File: src/rtl/imem_pkg.sv
// imem_pkg: shared FSM encoding, port ids and sizing for the instruction-memory arbiter
package imem_pkg;
   typedef enum logic [1:0] {IDLE, ACCESS, RESP} state_e;
   localparam logic PORT_F = 1'b0;
   localparam logic PORT_L = 1'b1;
   localparam int IMEM_BYTES_DEF = 4096;
   function automatic logic addr_ok(input logic [31:0] a, input int bytes);
      return a[1:0] == 2'b00 && a <= 32'(bytes - 4);
   endfunction
endpackage

File: src/rtl/imem_rr_pick.sv
// imem_rr_pick: two-way round-robin winner; ports f_req/l_req (requests), last_grant (port granted last), valid (someone requests), pick (winning port id)
module imem_rr_pick
   import imem_pkg::*;
(
   input  logic f_req,
   input  logic l_req,
   input  logic last_grant,
   output logic valid,
   output logic pick
);
   assign valid = f_req | l_req;
   // On a tie the port not granted last wins; otherwise the sole requester.
   assign pick = (f_req && l_req) ? (last_grant == PORT_F ? PORT_L : PORT_F) : (l_req ? PORT_L : PORT_F);
endmodule

File: src/rtl/imem_arbiter.sv
// imem_arbiter: arbitrates a read-only fetch port and a read/write loader port onto one instruction memory;
// fetch f_req/f_addr -> f_ack/f_err/f_data, loader l_req/l_we/l_addr/l_wdata -> l_ack/l_err/l_rdata,
// memory Address/D_In/im_cs/im_wr/im_rd with D_Out back, plus busy and wr_count status
module imem_arbiter
   import imem_pkg::*;
#(
   parameter int IMEM_BYTES = IMEM_BYTES_DEF
) (
   input  logic        clk,
   input  logic        reset_n,
   input  logic        f_req,
   input  logic [31:0] f_addr,
   output logic        f_ack,
   output logic        f_err,
   output logic [31:0] f_data,
   input  logic        l_req,
   input  logic        l_we,
   input  logic [31:0] l_addr,
   input  logic [31:0] l_wdata,
   output logic        l_ack,
   output logic        l_err,
   output logic [31:0] l_rdata,
   output logic [31:0] Address,
   output logic [31:0] D_In,
   output logic        im_cs,
   output logic        im_wr,
   output logic        im_rd,
   input  logic [31:0] D_Out,
   output logic        busy,
   output logic [15:0] wr_count
);
   state_e      state_q, state_d;
   logic        port_q, port_d, we_q, we_d, ok_q, ok_d, last_q, last_d;
   logic [31:0] addr_q, addr_d, wdata_q, wdata_d;
   logic        f_ack_q, f_err_q, l_ack_q, l_err_q, busy_q;
   logic [31:0] f_data_q, l_rdata_q;
   logic [15:0] wr_count_q;
   logic        win_v, win_p;

   imem_rr_pick u_pick (
      .f_req      (f_req),
      .l_req      (l_req),
      .last_grant (last_q),
      .valid      (win_v),
      .pick       (win_p)
   );

   always_comb begin
      state_d = state_q;
      port_d  = port_q;
      we_d    = we_q;
      ok_d    = ok_q;
      last_d  = last_q;
      addr_d  = addr_q;
      wdata_d = wdata_q;
      if (state_q == IDLE) begin
         if (win_v) begin
            port_d  = win_p;
            last_d  = win_p;
            addr_d  = win_p == PORT_L ? l_addr : f_addr;
            we_d    = win_p == PORT_L && l_we;
            wdata_d = win_p == PORT_L ? l_wdata : '0;
            ok_d    = addr_ok(addr_d, IMEM_BYTES);
            state_d = ok_d ? ACCESS : RESP;
         end
      end else begin
         state_d = state_q == ACCESS ? RESP : IDLE;
      end
   end

   always_ff @(posedge clk or negedge reset_n) begin
      if (!reset_n) begin
         state_q    <= IDLE;
         port_q     <= PORT_F;
         we_q       <= 1'b0;
         ok_q       <= 1'b0;
         last_q     <= PORT_L;
         addr_q     <= '0;
         wdata_q    <= '0;
         f_ack_q    <= 1'b0;
         f_err_q    <= 1'b0;
         l_ack_q    <= 1'b0;
         l_err_q    <= 1'b0;
         busy_q     <= 1'b0;
         f_data_q   <= '0;
         l_rdata_q  <= '0;
         wr_count_q <= '0;
      end else begin
         state_q <= state_d;
         port_q  <= port_d;
         we_q    <= we_d;
         ok_q    <= ok_d;
         last_q  <= last_d;
         addr_q  <= addr_d;
         wdata_q <= wdata_d;
         // Acks are registered, so they are decoded from the state being entered.
         f_ack_q <= state_d == RESP && port_d == PORT_F;
         l_ack_q <= state_d == RESP && port_d == PORT_L;
         f_err_q <= state_d == RESP && port_d == PORT_F && !ok_d;
         l_err_q <= state_d == RESP && port_d == PORT_L && !ok_d;
         busy_q  <= state_d != IDLE;
         if (state_q == ACCESS && !we_q && port_q == PORT_F) f_data_q <= D_Out;
         if (state_q == ACCESS && !we_q && port_q == PORT_L) l_rdata_q <= D_Out;
         if (state_q == ACCESS && we_q) wr_count_q <= wr_count_q + 16'd1;
      end
   end

   assign im_cs    = state_q == ACCESS;
   assign im_rd    = im_cs && !we_q;
   assign im_wr    = im_cs && we_q;
   assign Address  = im_cs ? addr_q : '0;
   assign D_In     = im_cs ? wdata_q : '0;
   assign f_ack    = f_ack_q;
   assign f_err    = f_err_q;
   assign f_data   = f_data_q;
   assign l_ack    = l_ack_q;
   assign l_err    = l_err_q;
   assign l_rdata  = l_rdata_q;
   assign busy     = busy_q;
   assign wr_count = wr_count_q;
endmodule

File: config.mk
export PLATFORM = sky130hd
export DESIGN_NAME = imem_arbiter
export DESIGN_NICKNAME = d
export VERILOG_FILES = /design/src/rtl/imem_pkg.sv /design/src/rtl/imem_rr_pick.sv /design/src/rtl/imem_arbiter.sv
export SDC_FILE = /design/constraint.sdc
export NUM_CORES = 1
export LEC_CHECK = 0
export CAP_MARGIN = 20
export CORE_AREA = 2 2 135 137
export DETAILED_ROUTE_END_ITERATION = 10
export DIE_AREA = 0 0 137 139
export GPL_ROUTABILITY_DRIVEN = 0
export GPL_TIMING_DRIVEN = 0
export PLACE_DENSITY = 0.86
export SLEW_MARGIN = 20
export SYNTH_ARGS = -nofsm -noshare
export SYNTH_HDL_FRONTEND = slang
export SYNTH_SLANG_ARGS = --single-unit
File: constraint.sdc
create_clock -name clk -period 1.9 [get_ports clk]
set_clock_uncertainty 0.2 [all_clocks]
set_input_delay 0.57 -clock clk [delete_from_list [all_inputs] [get_ports clk]]
set_output_delay 0.57 -clock clk [all_outputs]
set_load 0.005 [all_outputs]
==> results of run 1 <==
## per-stage QoR
step	area, µm²	utilization, %
2_1_floorplan	6650	-
3_3_place_gp	9780	55.4
3_5_place_dp	9810	55.5
4_1_cts	11300	64.1
5_1_grt	11500	65.4
6_report	11500	65.4
## cells by family after synthesis
| group | count (synthesis) | share of synthesized area [%] |
|---|---|---|
| AO/OA/AOI/OAI | 74 | 7.73 |
| buffers and inverters | 40 | 2.60 |
| XOR/XNOR | 15 | 1.99 |
| adder cells (fa/ha/maj) | 1 | 0.189 |
| flip-flops | 155 | 58.8 |
| multiplexers | 98 | 16.1 |
| AND/OR/NAND/NOR | 150 | 12.6 |
## report_power, final
group	internal [µW]	total (µW)	switching, µW
Clock	1980	3450	1480
Combinational	530	981	451
Sequential	3580	3750	169
Total	6090	8180	2100
## flip-flops by register name, indices dropped and copies added, names as in the netlist
signal,cells
addr_q,32
last_q,1
port_q,1
we_q,1
l_err,1
wdata_q,32
f_err,1
busy,1
ok_q,1
f_ack,1
wr_count,16
f_data,32
l_rdata,32
state_q,2
l_ack,1
## per-layer routing
layer | global-route usage [%] | routed length [µm]
met1 | 25.5 | 8140
met2 | 37.4 | 10500
met3 | 7.35 | 1870
met4 | 7.11 | 504
met5 | 0 | 0
## layout by cell type (no fill, tap or decap), types with 10 or more instances in the layout
cell and count:
buf_2 18, dlygate4sd2_1 93, clkdlybuf4s50_1 113, buf_8 10, a22o_1 33, and2_1 19
clkbuf_16 22, dfrtp_1 152, o21ai_0 32, buf_6 68, mux2_4 32, buf_4 33
mux2_2 33, mux2i_1 31, and2_4 47, nand2_1 37
## worst max-delay path, delay by kind of cell, from the launching register on
kind | cells | cell delay, ns
buffers and inverters | 6 | 0.68
DFF | 1 | 0.38
and+or+nand+nor | 2 | 0.29
## synthesized netlist by cell type
cell / n / area, µm²
inv_1: 4 / 15.0
o21ai_2: 1 / 8.76
nand2b_4: 1 / 13.8
a21boi_1: 1 / 7.51
dfrtp_1: 154 / 3850
buf_1: 2 / 7.51
or4_1: 4 / 30.0
dfstp_2: 1 / 26.3
buf_2: 11 / 55.1
nor2_1: 6 / 22.5
clkbuf_1: 21 / 78.8
xnor2_1: 10 / 87.6
ha_1: 1 / 12.5
o21ai_0: 35 / 175
o32ai_1: 1 / 8.76
inv_2: 1 / 3.75
mux2_2: 64 / 721
and3_1: 3 / 18.8
a21oi_2: 1 / 8.76
nand2b_1: 1 / 6.26
nor3_1: 3 / 15.0
o22ai_1: 2 / 12.5
a22o_1: 33 / 289
and2_1: 67 / 419
nor3_2: 2 / 20.0
mux2_1: 2 / 22.5
buf_6: 1 / 11.3
nand2_1: 37 / 139
nand3_1: 10 / 50.1
mux2i_1: 32 / 320
nor4_1: 7 / 43.8
nand4_1: 5 / 31.3
or3_1: 3 / 18.8
nor2b_1: 1 / 6.26
xor2_1: 5 / 43.8
## worst min path at each step
stage                        startpoint                       end  slack [ns]  cells past startpoint
6_report       wr_count[15]$_DFFE_PN0P_  wr_count[15]$_DFFE_PN0P_        0.27                      1
5_1_grt        wr_count[15]$_DFFE_PN0P_  wr_count[15]$_DFFE_PN0P_        0.29                      1
4_1_cts        wr_count[15]$_DFFE_PN0P_  wr_count[15]$_DFFE_PN0P_        0.27                      1
3_5_place_dp         last_q$_DFFE_PN1P_        last_q$_DFFE_PN1P_        0.26                      2
3_3_place_gp     addr_q[27]$_DFFE_PN0P_    addr_q[27]$_DFFE_PN0P_        0.26                      2
2_1_floorplan                   reset_n     addr_q[0]$_DFFE_PN0P_        0.07                      0
## area by class of cell
class / instances / area (µm²) / area share, %
plain buffers: 31 / 367 / 3.18
diodes: 1 / 2.50 / 0.0217
inverters: 5 / 26.3 / 0.228
repair buffers: 345 / 3390 / 29.3
flip-flops and latches: 155 / 3880 / 33.6
well taps: 229 / 287 / 2.48
clock inverters: 15 / 173 / 1.50
clock buffers: 17 / 425 / 3.69
multi-input cells: 338 / 2990 / 25.9
## repair_timing
| action | in CTS | in global routing |
|---|---|---|
| buffers inserted | 47 | 8 |
| pin swaps | 54 | 26 |
| gates resized for setup | 574 | 57 |
| cloned | 7 | 1 |
| endpoints found under the setup margin | 289 | 189 |
| hold endpoints to repair | 70 | 0 |
| hold buffers | 1 | 0 |
==> results.toml, run 1 <==
[global_routing]
grt_pass1_vias = 6037
antenna_found_initial = 1
overflow = 0
grt_pass1_wl_mm = 32.3
grt_usage_pct = 21.8
grt_max_degree = 85

[final_layout]
areaGrowthSynthToFinish_pct = 74.8
num-fill-cells = 1331
fin_nets = 1027
final_layout_size_suffix_gt1_share_pct = 37.3
instances_no_fill = 1136

[clocking]
clock_sinks = 155
clk_latency_ns = 0.42
cts_tree = "done"
ctsRootBufferMaster = "clkbuf_16"
cts.path.max_buffers = 2
cts_made_buffers = 17
cts.clk_slew.worst_paths_ns = 0.06
cts_htree_levels = 4

[setup_path]
max_stage_delay_ns = 0.38
r2r_start = "state_q[1]$_DFF_PN0_"
worst_setup_path_start_kind = "flip-flop"
cp-end-kind = "primary output"
path_class = "reg2out"
r2r_setup_slack_ns = -0.33
worstPathMaxFanout = 5
r2r_end = "wr_count[14]$_DFFE_PN0P_"
rr_worst_depth = 12
crit_chain = "nand2b_4 > buf_8 > inv_8 > clkbuf_16 > buf_8 > clkbuf_16 > and2_4 > buf_6"
cp.required_ns = 1.13
crit_start = "state_q[1]$_DFF_PN0_"
cp.arrival_ns = 1.77
endpoint = "Address[25]"
crit_slowest_cell = "dfrtp_1"

[yosys]
synth_warnings = 0
syn_avg_cell_area_um2 = 12.4
synth_seq_cells = 155
syn_nets = 667
synthCells = 533
netlist_area_um2 = 6600
synth_cell_types = 35
ys_seq_area_share_pct = 58.8

[timing]
max_freq_mhz = 394
grt_setup_unrepaired = "true"
fin_tns_setup_ns = -42.18
finalWorstSetupSlack_ns = -0.641
finalCriticalPeriod_ns = 2.54
timing.hold.ws_ns = 0.265
hold_viol_final = 0
slew_violations = 0
setup_viol = 147
post-route-period-util_pct = 134
slew_headroom_pct = 60.4
tightest_slew_ns = 0.595

[detailed_routing]
vias = 5620
drt-vias-per-instance = 4.95
drc_errors = 0
drtPass1Iterations = 4
drtIter0Drc = 179
ant_nets = 0
wl_mm = 21.0
wire_per_inst_um = 18.5

[power_and_ir_drop]
power_uw = 8180
p_leak_uw = 0.00585
max-vdd-ir-drop_mv = 0.567
power_density_nw_per_um2 = 709

[floorplan]
start_util_pct = 37.4
core_area_um2 = 17700
die-area_um2 = 19000
boundaryPins = 285
die_height_um = 139
dieWidth_um = 137
std_cell_rows = 49

[hold_path]
hold_class = "reg2reg"

[run]
cap_violations = 0

[placed_design]
post-place-ws_ns = -1.04
io_buffers = 284
place_inst = 1047
dp_hpwl_mm = 14.4

[status]
violations = "setup timing"
status = "finished, violations left"
Power figures use the tool's default switching activity.
==> run 2: changes to the inputs <==
CTS_CLUSTER_DIAMETER = 50   (was not set)
==> results of run 2 <==
Same layout as run 1: the final DEF is identical, and so are final timing and power.
==> run 3: changes to the inputs <==
CORE_AREA = 2 2 132 134   (was 2 2 135 137)
DIE_AREA = 0 0 134 136   (was 0 0 137 139)
clock period = 2.54 ns   (was 1.9 ns; I/O delays follow)
==> results.toml, run 3 (synthesis results as in run 1) <==
[status]
status = "finished, violations left"
violations = "setup timing"

[power_and_ir_drop]
power_uw = 6160
netSwitchingPower_uw = 1530
power_frac_seq_pct = 45.4
p_leak_uw = 0.00504
internal_power_uw = 4630
p_comb_share_pct = 11.0
clkPwrFrac_pct = 43.6
p_sw_share_pct = 24.8
max-vdd-ir-drop_mv = 0.440
power_density_nw_per_um2 = 570

[setup_path]
cp.arrival_ns = 1.72
worstPathMaxFanout = 6
crit_family = "buffers and inverters"
r2r_start = "state_q[1]$_DFF_PN0_"
cp-end-kind = "primary output"
crit_start = "state_q[0]$_DFF_PN0_"
max_stage_delay_ns = 0.41
worst-path-buf-inv = 6
crit_slowest_cell = "dfrtp_1"
crit_chain = "nand2b_4 > buf_8 > clkinv_8 > clkbuf_16 > buf_8 > buf_6 > and2_4 > buf_6"
path_class = "reg2out"
cp.required_ns = 1.58
worst_setup_path_start_kind = "flip-flop"

[detailed_routing]
drc_errors = 0
vias = 5374
drtPass1Iterations = 4
drtIter0Drc = 224
wire_per_inst_um = 17.9
ant_nets = 0
drt-vias-per-instance = 4.94
wl_mm = 19.5

[global_routing]
grt_pass1_vias = 5542
grt_pass1_wl_mm = 30.2
overflow = 0
grt_max_degree = 80
antenna_found_initial = 0
grt_usage_pct = 21.7

[clocking]
cts.path.max_buffers = 2
cts_htree_levels = 4
ctsRootBufferMaster = "clkbuf_16"
cts_tree = "done"
clk_latency_ns = 0.41
cts_hold_buffers = 0
clock_sinks = 155
cts_made_buffers = 17
cts.clk_slew.worst_paths_ns = 0.07

[final_layout]
diodes = 0
final_core_util_pct = 64.1
ff_latch_area_um2 = 3880
num-fill-cells = 1303
final_common_cell = "clkdlybuf4s50_1"
multi_input_area_um2 = 2670
fin_nets = 984
areaGrowthSynthToFinish_pct = 63.7
final_layout_size_suffix_gt1_share_pct = 29.7
layout_common_cells = "clkdlybuf4s50_1, dfrtp_1, mux2_2"

[timing]
slew_headroom_pct = 59.8
finalCriticalPeriod_ns = 2.68
slew_violations = 0
grt_setup_unrepaired = "true"
setup_viol = 58
max_freq_mhz = 373
post-route-period-util_pct = 106
finalWorstSetupSlack_ns = -0.140
hold_viol_final = 0
tightest_slew_ns = 0.603

[floorplan]
die-area_um2 = 18200
core_area_um2 = 16900
die_height_um = 136
std_cell_rows = 48
boundaryPins = 285
start_util_pct = 39.1
dieWidth_um = 134

[hold_path]
hold_class = "in2async"

[placed_design]
io_buffers = 284
dp_hpwl_mm = 14.5

[run]
cap_violations = 0
run 3: area by class of cell:
type | instances | area share [%]
Buffer | 33 | 2.41
Clock buffer | 17 | 3.94
Clock inverter | 15 | 1.91
Inverter | 5 | 0.289
Multi-Input combinational cell | 338 | 24.7
Sequential cell | 155 | 35.9
Tap cell | 225 | 2.60
Timing Repair Buffer | 300 | 28.2
run 3: worst paths after layout:
| path | slack (ns) | to | cells past startpoint |
|---|---|---|---|
| max | -0.14 | D_In[7] | 8 |
| min | 0.12 | f_data[6]$_DFFE_PN0P_ | 1 |
| max reg2reg | 0.34 | l_rdata[27]$_DFFE_PN0P_ | 7 |
| min reg2reg | 0.27 | last_q$_DFFE_PN1P_ | 2 |
| max in group asynchronous | 1.23 | we_q$_DFFE_PN0P_ | 2 |
| min in group clk | 0.27 | last_q$_DFFE_PN1P_ | 2 |
run 3: power groups by stage:
stage                     combinational [µW]  sequential [µW]  clock (µW)
after detailed placement                 689             2820           0
after global routing                     751             2820        2870
after global placement                   662             2820           0
after floorplan                          298             2790           0
final                                    679             2790        2690
after CTS                                688             2790        2750
run 3: worst register-to-register path: stages, from the launching register on:
cell and delay [ns]:
dfrtp_1 0.38, nand2b_4 0.15, buf_4 0.13, nor2_1 0.10, and2_1 0.13, clkbuf_1 0.28
buf_2 0.34, mux2_2 0.38
run 3: metrics by stage:
step	TNS [ns]	std cells	hold slack (ns)	worst slack, ns	area [µm²]
after CTS	-6.99	1088	0.133	-0.194	10600
after detailed placement	-73.07	1043	0.258	-0.734	9760
after floorplan	0	533	0.239	0.317	6600
after global routing	-8.41	1088	0.144	-0.215	10800
after global placement	-948.09	1042	0.253	-5.67	9730
final	-4.17	1088	0.118	-0.140	10800
run 3: timing repair:
| action | CTS | global route |
|---|---|---|
| pin swaps | 44 | 5 |
| endpoints found under the setup margin | 125 | 67 |
| resized for setup | 358 | 46 |
| setup buffers | 8 | 3 |
| gates cloned | 6 | 0 |
run 3: routing by layer:
| layer | share of wire, % | GRT usage (%) | vias to the layer above | wire (µm) |
|---|---|---|---|---|
| met5 | 0 | 0 | - | 0 |
| met2 | 49 | 37.0 | 237 | 9610 |
| met1 | 40 | 25.4 | 2597 | 7810 |
| met4 | 2.3 | 7.39 | 0 | 439 |
| met3 | 8.2 | 8.02 | 26 | 1590 |
| li1 | - | - | 2514 | - |
